==> src/rtl/meas_pkg.sv <==
// Shared types and constants for the slow-signal measurement blocks.
package meas_pkg;

    typedef enum logic {
        IDLE    = 1'b0,
        MEASURE = 1'b1
    } meas_state_t;

    localparam int unsigned CLK_HZ          = 100_000_000;
    // Seven seconds of silence at the system clock rate.
    localparam int unsigned TIMEOUT_DEFAULT = 7 * CLK_HZ;

endpackage

==> src/rtl/sync_edge.sv <==
// Two-flop synchroniser plus history flop for a slow asynchronous input,
// producing single-cycle rise/fall strobes in the clk domain.
module sync_edge (
    input  logic clk,
    input  logic rst_n,
    input  logic async_i,
    output logic rise_o,
    output logic fall_o
);

    logic s1_q;
    logic s2_q;
    logic s3_q;

    // NOTE: non-blocking assignments so each stage samples the previous
    // stage's value from before the edge, giving a true shift chain.
    always_ff @(posedge clk) begin
        if (!rst_n) begin
            s1_q <= 1'b0;
            s2_q <= 1'b0;
            s3_q <= 1'b0;
        end else begin
            s1_q <= async_i;
            s2_q <= s1_q;
            s3_q <= s2_q;
        end
    end

    assign rise_o = s2_q & ~s3_q;
    assign fall_o = ~s2_q & s3_q;

endmodule

==> src/rtl/period_meter.sv <==
// Measures period and high time of a slow square wave in clk cycles and
// flags loss of the signal when no rising edge arrives within TIMEOUT cycles.
module period_meter
    import meas_pkg::*;
#(
    parameter int          CNT_W   = 32,
    parameter int unsigned TIMEOUT = TIMEOUT_DEFAULT
) (
    input  logic             clk,
    input  logic             rst_n,
    input  logic             sig_in,
    output logic [CNT_W-1:0] period,
    output logic [CNT_W-1:0] high_time,
    output logic             valid,
    output logic             locked,
    output logic             timeout
);

    localparam logic [CNT_W-1:0] TIMEOUT_C = CNT_W'(TIMEOUT);
    localparam logic [CNT_W-1:0] ONE       = CNT_W'(1);

    logic rise;
    logic fall;

    meas_state_t      state_q, state_d;
    logic [CNT_W-1:0] cnt_q, cnt_d;
    logic [CNT_W-1:0] hi_q, hi_d;
    logic [CNT_W-1:0] period_q, period_d;
    logic [CNT_W-1:0] high_time_q, high_time_d;
    logic             valid_q, valid_d;
    logic             locked_q, locked_d;
    logic             timeout_q, timeout_d;

    sync_edge u_sync_edge (
        .clk     (clk),
        .rst_n   (rst_n),
        .async_i (sig_in),
        .rise_o  (rise),
        .fall_o  (fall)
    );

    // NOTE: every _d takes a default before the case statement, so no path
    // through this block leaves a signal unassigned and no latch is inferred.
    always_comb begin
        state_d     = state_q;
        cnt_d       = cnt_q;
        hi_d        = hi_q;
        period_d    = period_q;
        high_time_d = high_time_q;
        valid_d     = 1'b0;
        locked_d    = locked_q;
        timeout_d   = 1'b0;

        unique case (state_q)
            IDLE: begin
                // The first rise only arms the counter; no result exists yet.
                cnt_d = '0;
                if (rise) begin
                    cnt_d   = ONE;
                    state_d = MEASURE;
                end
            end
            MEASURE: begin
                cnt_d = cnt_q + ONE;
                if (fall) begin
                    hi_d = cnt_q;
                end
                // A rise on the timeout cycle still counts as a full period.
                if (rise) begin
                    period_d    = cnt_q;
                    high_time_d = hi_q;
                    valid_d     = 1'b1;
                    locked_d    = 1'b1;
                    cnt_d       = ONE;
                end else if (cnt_q == TIMEOUT_C) begin
                    timeout_d = 1'b1;
                    locked_d  = 1'b0;
                    cnt_d     = '0;
                    state_d   = IDLE;
                end
            end
            default: state_d = IDLE;
        endcase
    end

    always_ff @(posedge clk) begin
        if (!rst_n) begin
            state_q     <= IDLE;
            cnt_q       <= '0;
            hi_q        <= '0;
            period_q    <= '0;
            high_time_q <= '0;
            valid_q     <= 1'b0;
            locked_q    <= 1'b0;
            timeout_q   <= 1'b0;
        end else begin
            state_q     <= state_d;
            cnt_q       <= cnt_d;
            hi_q        <= hi_d;
            period_q    <= period_d;
            high_time_q <= high_time_d;
            valid_q     <= valid_d;
            locked_q    <= locked_d;
            timeout_q   <= timeout_d;
        end
    end

    assign period    = period_q;
    assign high_time = high_time_q;
    assign valid     = valid_q;
    assign locked    = locked_q;
    assign timeout   = timeout_q;

endmodule
==> config.mk <==
export PLATFORM = sky130hd
export DESIGN_NAME = period_meter
export DESIGN_NICKNAME = d
export VERILOG_FILES = /design/src/rtl/meas_pkg.sv /design/src/rtl/sync_edge.sv /design/src/rtl/period_meter.sv
export SDC_FILE = /design/constraint.sdc
export NUM_CORES = 1
export LEC_CHECK = 0
export CAP_MARGIN = 15
export CORE_UTILIZATION = 38
export CTS_CLUSTER_DIAMETER = 80
export CTS_CLUSTER_SIZE = 20
export DETAILED_ROUTE_END_ITERATION = 6
export PLACE_DENSITY = 0.61
export SYNTH_ARGS = -nofsm -noshare
export SYNTH_HDL_FRONTEND = slang
export SYNTH_HIERARCHICAL = 1
export SYNTH_SLANG_ARGS = --single-unit
==> constraint.sdc <==
create_clock -name clk -period 1.9 [get_ports clk]
set_clock_uncertainty 0.15 [all_clocks]
set_input_delay 0.19 -clock clk [delete_from_list [all_inputs] [get_ports clk]]
set_output_delay 0.19 -clock clk [all_outputs]
set_load 0.005 [all_outputs]
# Yosys cells after proc, flatten, opt, wreduce, memory -nomap -nowiden
# Cells that the tools add are included.
[op_classes] n_addsub=1 multipliers=0 div=0 magnitude_cmp=0 n_eq_ne=1 n_shift=0 muxes=11 n_bitwise=6 n_reduce_logical=6
[op_table] operator="$mux 32" n=2
[op_table] operator="$pmux 32 s2" n=1
[op_table] operator="$add 32x1->32 const B" n=1
[op_table] operator="$eq 32x30->1 const B" n=1
[op_table] operator="$reduce_and 2->1" n=4
[op_table] operator="$mux 1" n=7
[op_table] operator="$not 1->1" n=4
[op_table] operator="$reduce_or 3->1" n=1
[op_table] operator="$and 1x1->1" n=2
[op_table] operator="$pmux 1 s2" n=1
[op_table] operator="$reduce_bool 2->1" n=1
[word_totals] reg_bits=135 latchBits=0 ramBits=0 rom_bits=0 input_bits=3 output_inout_bits=67 elab_cells=36 mem_count=0

# Depth between registers and ports, before layout
# Gate-level depths: netlist (run 1).
[logic_depth] depth_word=4 depth_mapped=7 ltp_nobuf=6

# Modules after synthesis
# Netlist (run 1), hierarchy kept.
[modules_own_cells] mod="period_meter" instances=1 cells_each=623 area_per_inst_um2=5316.3 seq_area_each_um2=2642.5
[modules_own_cells] mod="sync_edge" instances=1 cells_each=8 area_per_inst_um2=91.3 seq_area_each_um2=60.1

# Least setup slack after synthesis (run 1)
# No wires, ideal clock.
[synth_path] path_type="flip-flop to flip-flop" start="register cnt_q[0]" end="register cnt_q[16]" setup_time_ns=0.070 t_arrival_ns=1.725 required_time_ns=1.680 path_slack_ns=-0.045 path_stages_with_launch=8 path_buffers=2 period_less_slack_ns=1.945 path_cell_list="dfxtp_1 ha_1 and3_1 clkbuf_1 nand3_1 clkbuf_1 or3_1 a21oi_1"
[synth_via] elab_chain_len=4 word_cells_on_any_way=5 classes_between="add/sub: 1; eq/ne: 1; mux: 3"
[synth_rtl] element="from (decl)" line_no="period_meter.sv:26" text="logic [CNT_W-1:0] cnt_q, cnt_d;"
[synth_rtl] element="from (signal assigned)" line_no="period_meter.sv:98" text="cnt_q <= cnt_d;"
[synth_rtl] element="$add 32x1->32 or $eq 32x30->1 (tied branches)" line_no="period_meter.sv:64, period_meter.sv:75"
[synth_rtl] element="$mux 32 (*)" line_no="period_meter.sv:75" text="end else if (cnt_q == TIMEOUT_C) begin"
[synth_rtl] element="$mux 32 (*)" line_no="period_meter.sv:69" text="if (rise) begin"
[synth_rtl] element="$pmux 32 s2 (*)" line_no="period_meter.sv:54" text="unique case (state_q)"
# Every way passes the cells marked *; elsewhere a longest branch is shown, timed or not.
# A chain may end at the register's enable or synchronous reset.

# Final worst setup path (run 1)
[layout_path] start="register cnt_q[16]" end="register cnt_q[20]"
# The elaborated chain is that of the path after synthesis.

==> qor.csv, run 1 <==
stage,metric,value,unit
cells_and_area,area added between synthesis and finish,37.9,%
logic_synthesis,number of synthesized flops with an enable pin,0,
sta,fin crit share,104,%
sta,worst relative slew slack,63.9,%
floorplan,DIE WIDTH,121,µm
sta,Tmin final,1.97,ns
cts,H-tree levels,4,
cells_and_area,Ant. Diodes,0,
worst_setup_path,WP data arrival,2.12,ns
pwr,maximum VDD drop,0.444,mV
cts,clk slew on worst S/H paths,0.06,ns
worst_setup_path,"Cell Chain, Critical Path","or4bb_4, nor4_4, a21o_4, clkbuf_16, a21oi_1",
sta,worst setup margin,-0.0668,ns
worst_setup_path,crit path max fanout,6,
worst_setup_path,"Req. time, crit path",2.05,ns
cts,Clock Latency Late Sink,0.42,ns
pwr,PwrDens,912,nW/µm²
logic_synthesis,Async SR Flop Fraction,0,%
logic_synthesis,"Top FF cell, synth",dfxtp_1,
drt,drt initial violations,242,
drt,Detailed Routing Iterations Pass 1,4,
sta,Final Hold Viols,0,
job,maxcap violations,0,
logic_synthesis,synthesized area per cell,8.57,µm²
drt,Via Count,4550,
floorplan,die height,121,µm
global_route,Total GRT Usage,18.9,%
drt,Via density,4.89,
status,failing checks,setup timing,
cts,clk root buf,clkbuf_16,
placed_design,# placed instances,893,
logic_synthesis,top post-synthesis cells by count,"nand2_1, dfxtp_1, a21boi_0",
cells_and_area,layout cell share with drive strength beyond 1,18.4,%
sta,Worst-Margin Slew,0.536,ns
placed_design,Buffers on Ports,69,
logic_synthesis,top cell type by total area after synthesis,dfxtp_1,
floorplan,I/O pin count,70,
sta,RSZ-0062 raised after global routing,true,
global_route,vias in the first global route,4276,
global_route,largest net degree at the start of global routing,72,
sta,f_max,508,MHz
logic_synthesis,Syn. warnings,6,
cts,TritonCTS Sinks,135,
cts,CTS max path bufs,2,
floorplan,Die Area,14700,µm²
drt,# DRC,0,
worst_setup_path,Critical Path Max Stage Delay,0.53,ns
placed_design,RePlAce Congestion,0.835,
cts,TritonCTS buffer count,17,
worst_setup_path,crit path max-delay cell type,or4bb_4,
floorplan,initial cell density of the core,39.0,%
floorplan,std cell rows,43,
logic_synthesis,most frequent cell after synthesis,nand2_1,
floorplan,Placeable Area,13900,µm²
drt,Routed Antenna Nets,0,
sta,final setup fails,34,
worst_setup_path,CP startpoint kind,flop,
drt,final WL,13.3,mm
status,outcome,finished with violations,
logic_synthesis,#FFs+latches synth,135,
sta,fin. max-slew vios,0,
worst_setup_path,crit path kind,flop to flop,
worst_setup_path,Crit. End Element,flop,
pwr,LEAKAGE,0.00252,µW
logic_synthesis,top cell type's share of synthesized area,50.0,%
logic_synthesis,distinct cell type count after synthesis,47,
logic_synthesis,Synth area leaders,"dfxtp_1, nand2_1, a21boi_0",
cells_and_area,nets,743,
logic_synthesis,sequential area share after synthesis,50.0,%
cells_and_area,Fillers,1305,
logic_synthesis,Post-Syn Area,5410,µm²
pwr,"Power, Total",6800,µW
global_route,first-pass GRT wire length,21.6,mm
logic_synthesis,cell count after synthesis,631,
global_route,grt total ovfl,0,
drt,post-DR wirelength/cell,14.3,µm
cells_and_area,Non-Filler Instances,931,
worst_hold_path,Hold Crit Class,input pin to flop,
cts,CTS tree,done,
global_route,initial antenna violation count,0,
logic_synthesis,Synth Net Count,636,
placed_design,DP Wirelength,9.10,mm
-- cells by family (layout without fill, tap and decap cells) --
kind of cell / after synthesis / after routing / share of synthesized area [%]
xor gates and xnor gates: 13 / 13 / 2.11
adders and majority gates: 2 / 2 / 0.463
DFF: 135 / 135 / 50.0
AOI/OAI and AO/OA: 135 / 135 / 17.9
buffers and inverters: 49 / 169 / 3.93
and+or+nand+nor: 297 / 297 / 25.6
-- state kept, by name, indices dropped and copies added (netlist names) --
register / cells
timeout: 1
u_sync_edge/s3_q: 1
hi_q: 32
u_sync_edge/s1_q: 1
valid: 1
state_q: 1
period: 32
high_time: 32
cnt_q: 32
locked: 1
u_sync_edge/s2_q: 1
-- metal layers --
layer / part of all wire (%) / GRT usage (%) / vias up
met5: 0 / 0 / -
met2: 44 / 27.9 / 74
met1: 51 / 26.4 / 2096
met4: 1.6 / 6.94 / 0
li1: - / - / 2360
met3: 3.4 / 4.65 / 20
-- report_power, final --
| group | switching (µW) | leakage, µW | internal [µW] | total [µW] |
|---|---|---|---|---|
| sequential | 4.37 | 0.00109 | 2840 | 2840 |
| combinational | 57.4 | 0.00109 | 52.7 | 110 |
| clock | 1220 | 0.000333 | 2620 | 3850 |
| total | 1290 | 0.00252 | 5510 | 6800 |
-- area by class of cell --
| class | count | area [µm²] | area share (%) |
|---|---|---|---|
| tap | 180 | 225 | 3.02 |
| clock inverter | 13 | 249 | 3.34 |
| multi-input combinational | 447 | 2590 | 34.7 |
| inverter | 4 | 15.0 | 0.201 |
| clock buffer | 19 | 443 | 5.94 |
| sequential | 135 | 2710 | 36.4 |
| timing repair buffer | 133 | 1220 | 16.4 |
-- worst paths after layout --
| check | slack (ns) | depth (start not counted) | to | from |
|---|---|---|---|---|
| max | -0.07 | 5 | cnt_q[20] | cnt_q[16] |
| min | 0.21 | 2 | u_sync_edge/s1_q | sig_in |
| max reg2reg | -0.07 | 5 | cnt_q[20] | cnt_q[16] |
| min reg2reg | 0.29 | 1 | u_sync_edge/s2_q | u_sync_edge/s1_q |
-- worst max-delay path, delay by kind of cell, from the launching register on --
kind	cells	cell delay (ns)
DFF	1	0.33
buffers and inverters	1	0.18
and+or+nand+nor	2	0.89
AOI/OAI and AO/OA	2	0.29
-- timing repair --
item / 4_1_cts / 5_1_grt
buffers inserted: 1 / 1
pin swaps: 4 / 11
hold endpoints to repair: 5 / 0
gates resized for setup: 6 / 29
cloned: 0 / 3
endpoints found under the setup margin: 32 / 34
hold buffers: 1 / 0
-- placed cells by master (no fill, tap or decap), types with 8 or more instances in the layout --
master           instances
o31ai_1                  9
nand4_1                 11
buf_4                   58
dfxtp_2                  9
nand2_1                206
xor2_1                  10
nand3_1                  9
clkdlybuf4s50_1         68
a21boi_0                96
clkbuf_16               18
dfxtp_1                126
a21oi_1                 10
nor2_1                   8
-- per-stage QoR --
stage               setup WS [ns]  area [µm²]  hold WS, ns  util [%]  setup TNS [ns]
global placement          -0.0274        6600        0.274      47.5          -0.100
global route               -0.106        7460        0.200      53.7           -2.91
finish                    -0.0668        7460        0.208      53.7           -1.38
CTS                       -0.0507        7320        0.202      52.8           -1.30
detailed placement        -0.0869        6600        0.277      47.5           -1.06
floorplan                 0.00584        5430        0.162         -               0
Power figures use the tool's default switching activity.
==> run 2, diff against run 1 <==
Settings changed: GPL_ROUTABILITY_DRIVEN set to 0.
==> run 2 against run 1 <==
- non-clock buffer count up 3
- register-to-register slack better by 0.05 ns
- combinational power about the same
- global-route usage up 0.26 points
- sequential share of layout area up 0.27 points
- the run still ends with setup timing left
- routed wire length down 0.13%
- cell area down 0.55%
- fmax up 2.7%
- via count up 1.9%
==> qor.csv, run 2 (synthesis results as in run 1) <==
stage,metric,value,unit,change
status,outcome,finished with violations,,unchanged
status,failing checks,setup timing,,unchanged
cells_and_area,"commonest non-fill, non-tap cell in the layout",nand2_1,,unchanged
global_route,first-pass GRT wire length,22.0,mm,was 21.6 mm
floorplan,die height,121,µm,unchanged
pwr,"Power, Total",6190,µW,was 6800 µW
floorplan,Placeable Area,13900,µm²,unchanged
global_route,Total GRT Usage,19.2,%,was 18.9%
pwr,maximum VDD drop,0.502,mV,was 0.444 mV
sta,fin. max-slew vios,0,,unchanged
pwr,Int Power,4860,µW,was 5510 µW
job,maxcap violations,0,,unchanged
placed_design,Buffers on Ports,69,,unchanged
placed_design,DP Wirelength,9.00,mm,was 9.10 mm
drt,post-DR wirelength/cell,14.2,µm,was 14.3 µm
sta,fin crit share,101,%,was 104%
floorplan,std cell rows,43,,unchanged
sta,Final Hold Viols,0,,unchanged
worst_setup_path,worst path bufs/invs,1,,unchanged
worst_setup_path,Crit. End Element,flop,,unchanged
sta,worst relative slew slack,61.9,%,was 63.9%
floorplan,I/O pin count,70,,unchanged
worst_setup_path,"Cell Chain, Critical Path","or4bb_4, nor4_4, a21o_4, clkbuf_16, a21oi_2",,"was or4bb_4, nor4_4, a21o_4, clkbuf_16, a21oi_1"
drt,# DRC,0,,unchanged
worst_setup_path,reg-to-reg endpoint,cnt_q[19],,was cnt_q[20]
sta,worst setup margin,-0.0155,ns,was -0.0668 ns
pwr,LEAKAGE,0.00249,µW,was 0.00252 µW
worst_setup_path,Worst R2R Path Depth,5,,unchanged
pwr,clock power share,52.4,%,was 56.6%
cells_and_area,design area,7420,µm²,was 7460 µm²
drt,Detailed Routing Iterations Pass 1,6,,was 4
sta,Worst-Margin Slew,0.571,ns,was 0.536 ns
drt,Routed Antenna Nets,0,,unchanged
cts,CTS tree,done,,unchanged
pwr,Sw Share,21.5,%,was 18.9%
cts,TritonCTS buffer count,17,,unchanged
floorplan,DIE WIDTH,121,µm,unchanged
cts,TritonCTS Sinks,135,,unchanged
worst_setup_path,crit path max-delay cell type,or4bb_4,,unchanged
pwr,Logic pwr share,1.7,%,was 1.6%
cells_and_area,Ant. Diodes,0,,unchanged
global_route,grt total ovfl,0,,unchanged
drt,final WL,13.3,mm,about the same
pwr,Switch Pwr,1330,µW,was 1290 µW
cells_and_area,final core utilization,53.4,%,was 53.7%
worst_setup_path,crit path max fanout,7,,was 6
worst_setup_path,Worst path top cell family by delay,simple AND/OR/NAND/NOR gates,,unchanged
worst_setup_path,CP startpoint kind,flop,,unchanged
sta,Tmin final,1.92,ns,was 1.97 ns
drt,Via Count,4638,,was 4550
global_route,largest net degree at the start of global routing,76,,was 72
drt,drt initial violations,302,,was 242
cts,Clock Latency Late Sink,0.43,ns,was 0.42 ns
worst_setup_path,CP endpoint,cnt_q[19],,was cnt_q[20]
worst_setup_path,Critical Path Max Stage Delay,0.54,ns,was 0.53 ns
cts,H-tree levels,4,,unchanged
pwr,Reg power frac,45.9,%,was 41.8%
worst_setup_path,CP Depth,5,,unchanged
global_route,initial antenna violation count,0,,unchanged
worst_setup_path,CP startpoint,cnt_q[16],,unchanged
sta,RSZ-0062 raised after global routing,true,,unchanged
cells_and_area,nets,746,,was 743
worst_setup_path,R2R Setup Slk,-0.02,ns,was -0.07 ns
global_route,vias in the first global route,4497,,was 4276
worst_setup_path,WP data arrival,2.07,ns,was 2.12 ns
cells_and_area,"commonest non-fill, non-tap cells in the layout","nand2_1, dfxtp_1, a21boi_0",,unchanged
floorplan,Die Area,14700,µm²,unchanged
worst_setup_path,"Req. time, crit path",2.06,ns,was 2.05 ns
pwr,PwrDens,835,nW/µm²,was 912 nW/µm²
cts,clk root buf,clkbuf_16,,unchanged
cells_and_area,layout cell share with drive strength beyond 1,20.0,%,was 18.4%
sta,f_max,522,MHz,was 508 MHz
floorplan,initial cell density of the core,39.0,%,unchanged
worst_setup_path,R2R Path Start,cnt_q[16],,unchanged
worst_hold_path,Hold Crit Depth,2,,unchanged
sta,final setup fails,15,,was 34
cts,clk slew on worst S/H paths,0.06,ns,about the same
placed_design,DP Area,6590,µm²,was 6600 µm²
drt,Via density,4.97,,was 4.89
worst_setup_path,crit path kind,flop to flop,,unchanged
cts,CTS max path bufs,2,,unchanged
worst_hold_path,Hold Crit Class,input pin to flop,,unchanged
cells_and_area,area added between synthesis and finish,37.2,%,was 37.9%
==> run 2: layout make-up <==
cell class	count	area, µm²
fillers	1311	6460
flip-flops and latches	135	2720
well taps	180	225
multi-input cells	447	2620
clock buffers	18	439
clock inverters	14	148
inverters	4	15.0
repair buffers	136	1250
==> run 2: stage by stage <==
stage          hold WS (ns)  worst slack, ns  std cells  TNS [ns]
2_1_floorplan         0.162          0.00584        631         0
3_3_place_gp          0.270          -0.0430        894    -0.931
3_5_place_dp          0.273          -0.0759        894     -1.69
4_1_cts               0.187          -0.0220        930   -0.0281
5_1_grt               0.200          -0.0571        934     -1.20
6_report              0.191          -0.0155        934   -0.0811
==> run 2: power groups by stage <==
stage	sequential (µW)	combinational [µW]	clock [µW]
5_1_grt	2840	116	3450
2_1_floorplan	2900	71.0	0
3_5_place_dp	2900	93.9	0
6_report	2840	107	3240
3_3_place_gp	2900	92.7	0
4_1_cts	2840	102	3330
==> run 2: repair_timing <==
item | 4_1_cts | 5_1_grt
pin swaps | 4 | 7
hold endpoints to repair | 3 | 0
gates resized for setup | 14 | 33
cloned | 1 | 1
setup endpoints to repair | 31 | 38
hold buffers | 1 | 0
setup buffers | 3 | 3
==> run 2: worst min-delay path by stage <==
stage | from | end | slack [ns]
floorplan | sig_in | u_sync_edge/s1_q | 0.16
global placement | u_sync_edge/s1_q | u_sync_edge/s2_q | 0.27
detailed placement | u_sync_edge/s1_q | u_sync_edge/s2_q | 0.27
CTS | sig_in | u_sync_edge/s1_q | 0.19
global route | sig_in | u_sync_edge/s1_q | 0.20
finish | sig_in | u_sync_edge/s1_q | 0.19
==> run 2: metal layers <==
metal	global-route usage, %	share of wire (%)	up-vias
li1	-	-	2358
met1	26.2	49	2165
met2	28.3	44	93
met3	5.03	4.4	22
met4	7.95	2.1	0
met5	0	0	-
==> run 2: worst reg2reg max path: cells and delay by family (launching register included) <==
kind,cells,cell delay [ns]
buffers and inverters,1,0.18
flip-flops,1,0.33
AND/OR/NAND/NOR,2,0.86
AO/OA/AOI/OAI,2,0.27
==> run 3, diff against run 2 <==
Settings changed: ABC_CLOCK_PERIOD_IN_PS set to 1900, GPL_TIMING_DRIVEN set to 0.
==> run 3 against run 2 <==
- the run still ends with setup timing left
- worst setup slack got worse by 0.13 ns
- critical path depth is the same
- register-to-register slack lost 0.13 ns
- sequential cell count is the same
- non-clock buffer count decreased by 7
==> qor.csv, run 3 (synthesis results as in run 1) <==
stage,metric,value,unit,change
sta,Final Hold Viols,0,,unchanged
pwr,Int Power,5170,µW,was 4860 µW
drt,post-DR wirelength/cell,15.1,µm,was 14.2 µm
sta,final setup fails,34,,was 15
cells_and_area,area added between synthesis and finish,36.0,%,was 37.2%
worst_setup_path,worst path bufs/invs,1,,unchanged
sta,fin crit share,107,%,was 101%
worst_setup_path,R2R Path Start,cnt_q[12],,was cnt_q[16]
drt,Via Count,4617,,was 4638
placed_design,DP Wirelength,9.73,mm,was 9.00 mm
placed_design,# placed instances,880,,was 894
worst_setup_path,CP startpoint kind,flop,,unchanged
cells_and_area,Non-Filler Instances,927,,was 934
global_route,grt total ovfl,0,,unchanged
sta,fin. max-slew vios,0,,unchanged
sta,Worst-Margin Slew,0.509,ns,was 0.571 ns
worst_setup_path,Worst path top cell family by delay,simple AND/OR/NAND/NOR gates,,unchanged
cts,clk root buf,clkbuf_16,,unchanged
floorplan,Die Area,14700,µm²,unchanged
placed_design,Buffers on Ports,69,,unchanged
floorplan,std cell rows,43,,unchanged
floorplan,die height,121,µm,unchanged
sta,worst setup margin,-0.142,ns,was -0.0155 ns
sta,Tmin final,2.04,ns,was 1.92 ns
drt,Via density,4.98,,was 4.97
cts,TritonCTS buffer count,17,,unchanged
cts,CTS tree,done,,unchanged
cells_and_area,"commonest non-fill, non-tap cell in the layout",nand2_1,,unchanged
drt,final WL,14.0,mm,was 13.3 mm
worst_hold_path,Hold Crit Start,sig_in,,unchanged
pwr,Switch Pwr,1290,µW,was 1330 µW
cts,Clock Latency Late Sink,0.42,ns,was 0.43 ns
cts,H-tree levels,4,,unchanged
worst_setup_path,"Cell Chain, Critical Path","or4b_4, nor4_4, a21o_4, buf_6, a21oi_2",,"was or4bb_4, nor4_4, a21o_4, clkbuf_16, a21oi_2"
pwr,PwrDens,878,nW/µm²,was 835 nW/µm²
floorplan,initial cell density of the core,39.0,%,unchanged
sta,worst hold margin,0.183,ns,was 0.191 ns
worst_setup_path,Crit. End Element,flop,,unchanged
sta,RSZ-0062 raised after global routing,true,,unchanged
worst_setup_path,CP startpoint,cnt_q[12],,was cnt_q[16]
pwr,LEAKAGE,0.00238,µW,was 0.00249 µW
global_route,vias in the first global route,4593,,was 4497
cells_and_area,Fillers,1286,,was 1311
pwr,clock power share,54.4,%,was 52.4%
pwr,Sw Share,20.0,%,was 21.5%
worst_setup_path,WP data arrival,2.19,ns,was 2.07 ns
floorplan,DIE WIDTH,121,µm,unchanged
global_route,initial antenna violation count,0,,unchanged
cells_and_area,layout cell share with drive strength beyond 1,18.1,%,was 20.0%
cts,TritonCTS Sinks,135,,unchanged
worst_hold_path,Hold Crit Class,input pin to flop,,unchanged
pwr,maximum VDD drop,0.645,mV,was 0.502 mV
cts,Post-CTS Hold Fix Bufs,0,,was 1
global_route,Total GRT Usage,20.3,%,was 19.2%
drt,# DRC,0,,unchanged
pwr,Logic pwr share,1.8,%,was 1.7%
status,failing checks,setup timing,,unchanged
global_route,largest net degree at the start of global routing,17,,was 76
worst_setup_path,"Req. time, crit path",2.05,ns,was 2.06 ns
pwr,Reg power frac,43.9,%,was 45.9%
sta,f_max,490,MHz,was 522 MHz
floorplan,Placeable Area,13900,µm²,unchanged
cts,clk slew on worst S/H paths,0.06,ns,about the same
worst_setup_path,crit path max-delay cell type,or4b_4,,was or4bb_4
drt,Routed Antenna Nets,0,,unchanged
job,maxcap violations,0,,unchanged
sta,worst relative slew slack,65.7,%,was 61.9%
worst_setup_path,crit path kind,flop to flop,,unchanged
cells_and_area,Ant. Diodes,0,,unchanged
cts,CTS max path bufs,2,,unchanged
cells_and_area,nets,739,,was 746
worst_setup_path,Critical Path Max Stage Delay,0.55,ns,was 0.54 ns
drt,Detailed Routing Iterations Pass 1,4,,was 6
cells_and_area,"commonest non-fill, non-tap cells in the layout","nand2_1, dfxtp_1, a21boi_0",,unchanged
worst_setup_path,crit path max fanout,7,,unchanged
global_route,first-pass GRT wire length,22.8,mm,was 22.0 mm
floorplan,I/O pin count,70,,unchanged
drt,drt initial violations,246,,was 302
status,outcome,finished with violations,,unchanged
[run 3: changes by cell type in the layout (fill, tap and decap cells not counted), moves of 4 or more]
cell / before / now
clkbuf_8: 1 / 5
buf_4: 61 / 14
a21oi_2: 11 / 16
dfxtp_2: 10 / 5
inv_6: 4 / 0
clkbuf_1: 0 / 19
a21oi_1: 6 / 0
clkbuf_2: 0 / 11
dfxtp_4: 1 / 9
buf_6: 2 / 9
nor2_2: 1 / 7
nor2_1: 10 / 5
[run 3: repair_timing]
item / CTS / global route
resized for setup: 65 / 34
gates cloned: 4 / 0
setup buffers: 12 / 3
pin swaps: 13 / 6
endpoints found under the setup margin: 98 / 89
[run 3: final cells by class]
type / count / area [µm²] / share of cell area (%)
inverter: 4 / 15.0 / 0.204
tap: 180 / 225 / 3.06
timing repair buffer: 88 / 848 / 11.5
buffer: 41 / 230 / 3.13
clock inverter: 12 / 174 / 2.37
multi-input combinational: 447 / 2650 / 36.1
sequential: 135 / 2740 / 37.3
clock buffer: 20 / 467 / 6.35
[run 3: metrics by stage]
stage / power (µW) / setup WS, ns / utilization (%) / TNS [ns] / instance area (µm²)
2_1_floorplan: 2970 / 0.00584 / - / 0 / 5430
4_1_cts: 6510 / -0.0869 / 52.5 / -2.08 / 7290
5_1_grt: 6670 / -0.168 / 53.0 / -4.94 / 7350
6_report: 6460 / -0.142 / 53.0 / -4.08 / 7350
3_3_place_gp: 3010 / -0.360 / 45.7 / -32.00 / 6350
3_5_place_dp: 3010 / -0.455 / 45.7 / -38.91 / 6350
[run 3: routing by layer]
| layer | GRT usage, % | routed length (µm) | vias to the layer above |
|---|---|---|---|
| li1 | - | - | 2345 |
| met1 | 26.1 | 6620 | 2145 |
| met2 | 31.7 | 6430 | 104 |
| met3 | 5.03 | 562 | 23 |
| met4 | 9.65 | 365 | 0 |
| met5 | 0 | 0 | - |
[run 3: power by group through the flow]
| stage | Clock [µW] | Sequential (µW) | Combinational (µW) |
|---|---|---|---|
| 6_report | 3510 | 2830 | 115 |
| 4_1_cts | 3570 | 2830 | 114 |
| 3_3_place_gp | 0 | 2900 | 101 |
| 2_1_floorplan | 0 | 2900 | 71.0 |
| 5_1_grt | 3710 | 2830 | 125 |
| 3_5_place_dp | 0 | 2900 | 103 |
[run 3: final timing paths]
check	end	slack [ns]	cells after the start
worst min-delay path	u_sync_edge/s1_q	0.18	2
worst max-delay path	cnt_q[21]	-0.14	5
worst min register to register	u_sync_edge/s2_q	0.29	1
worst max register to register	cnt_q[21]	-0.14	5
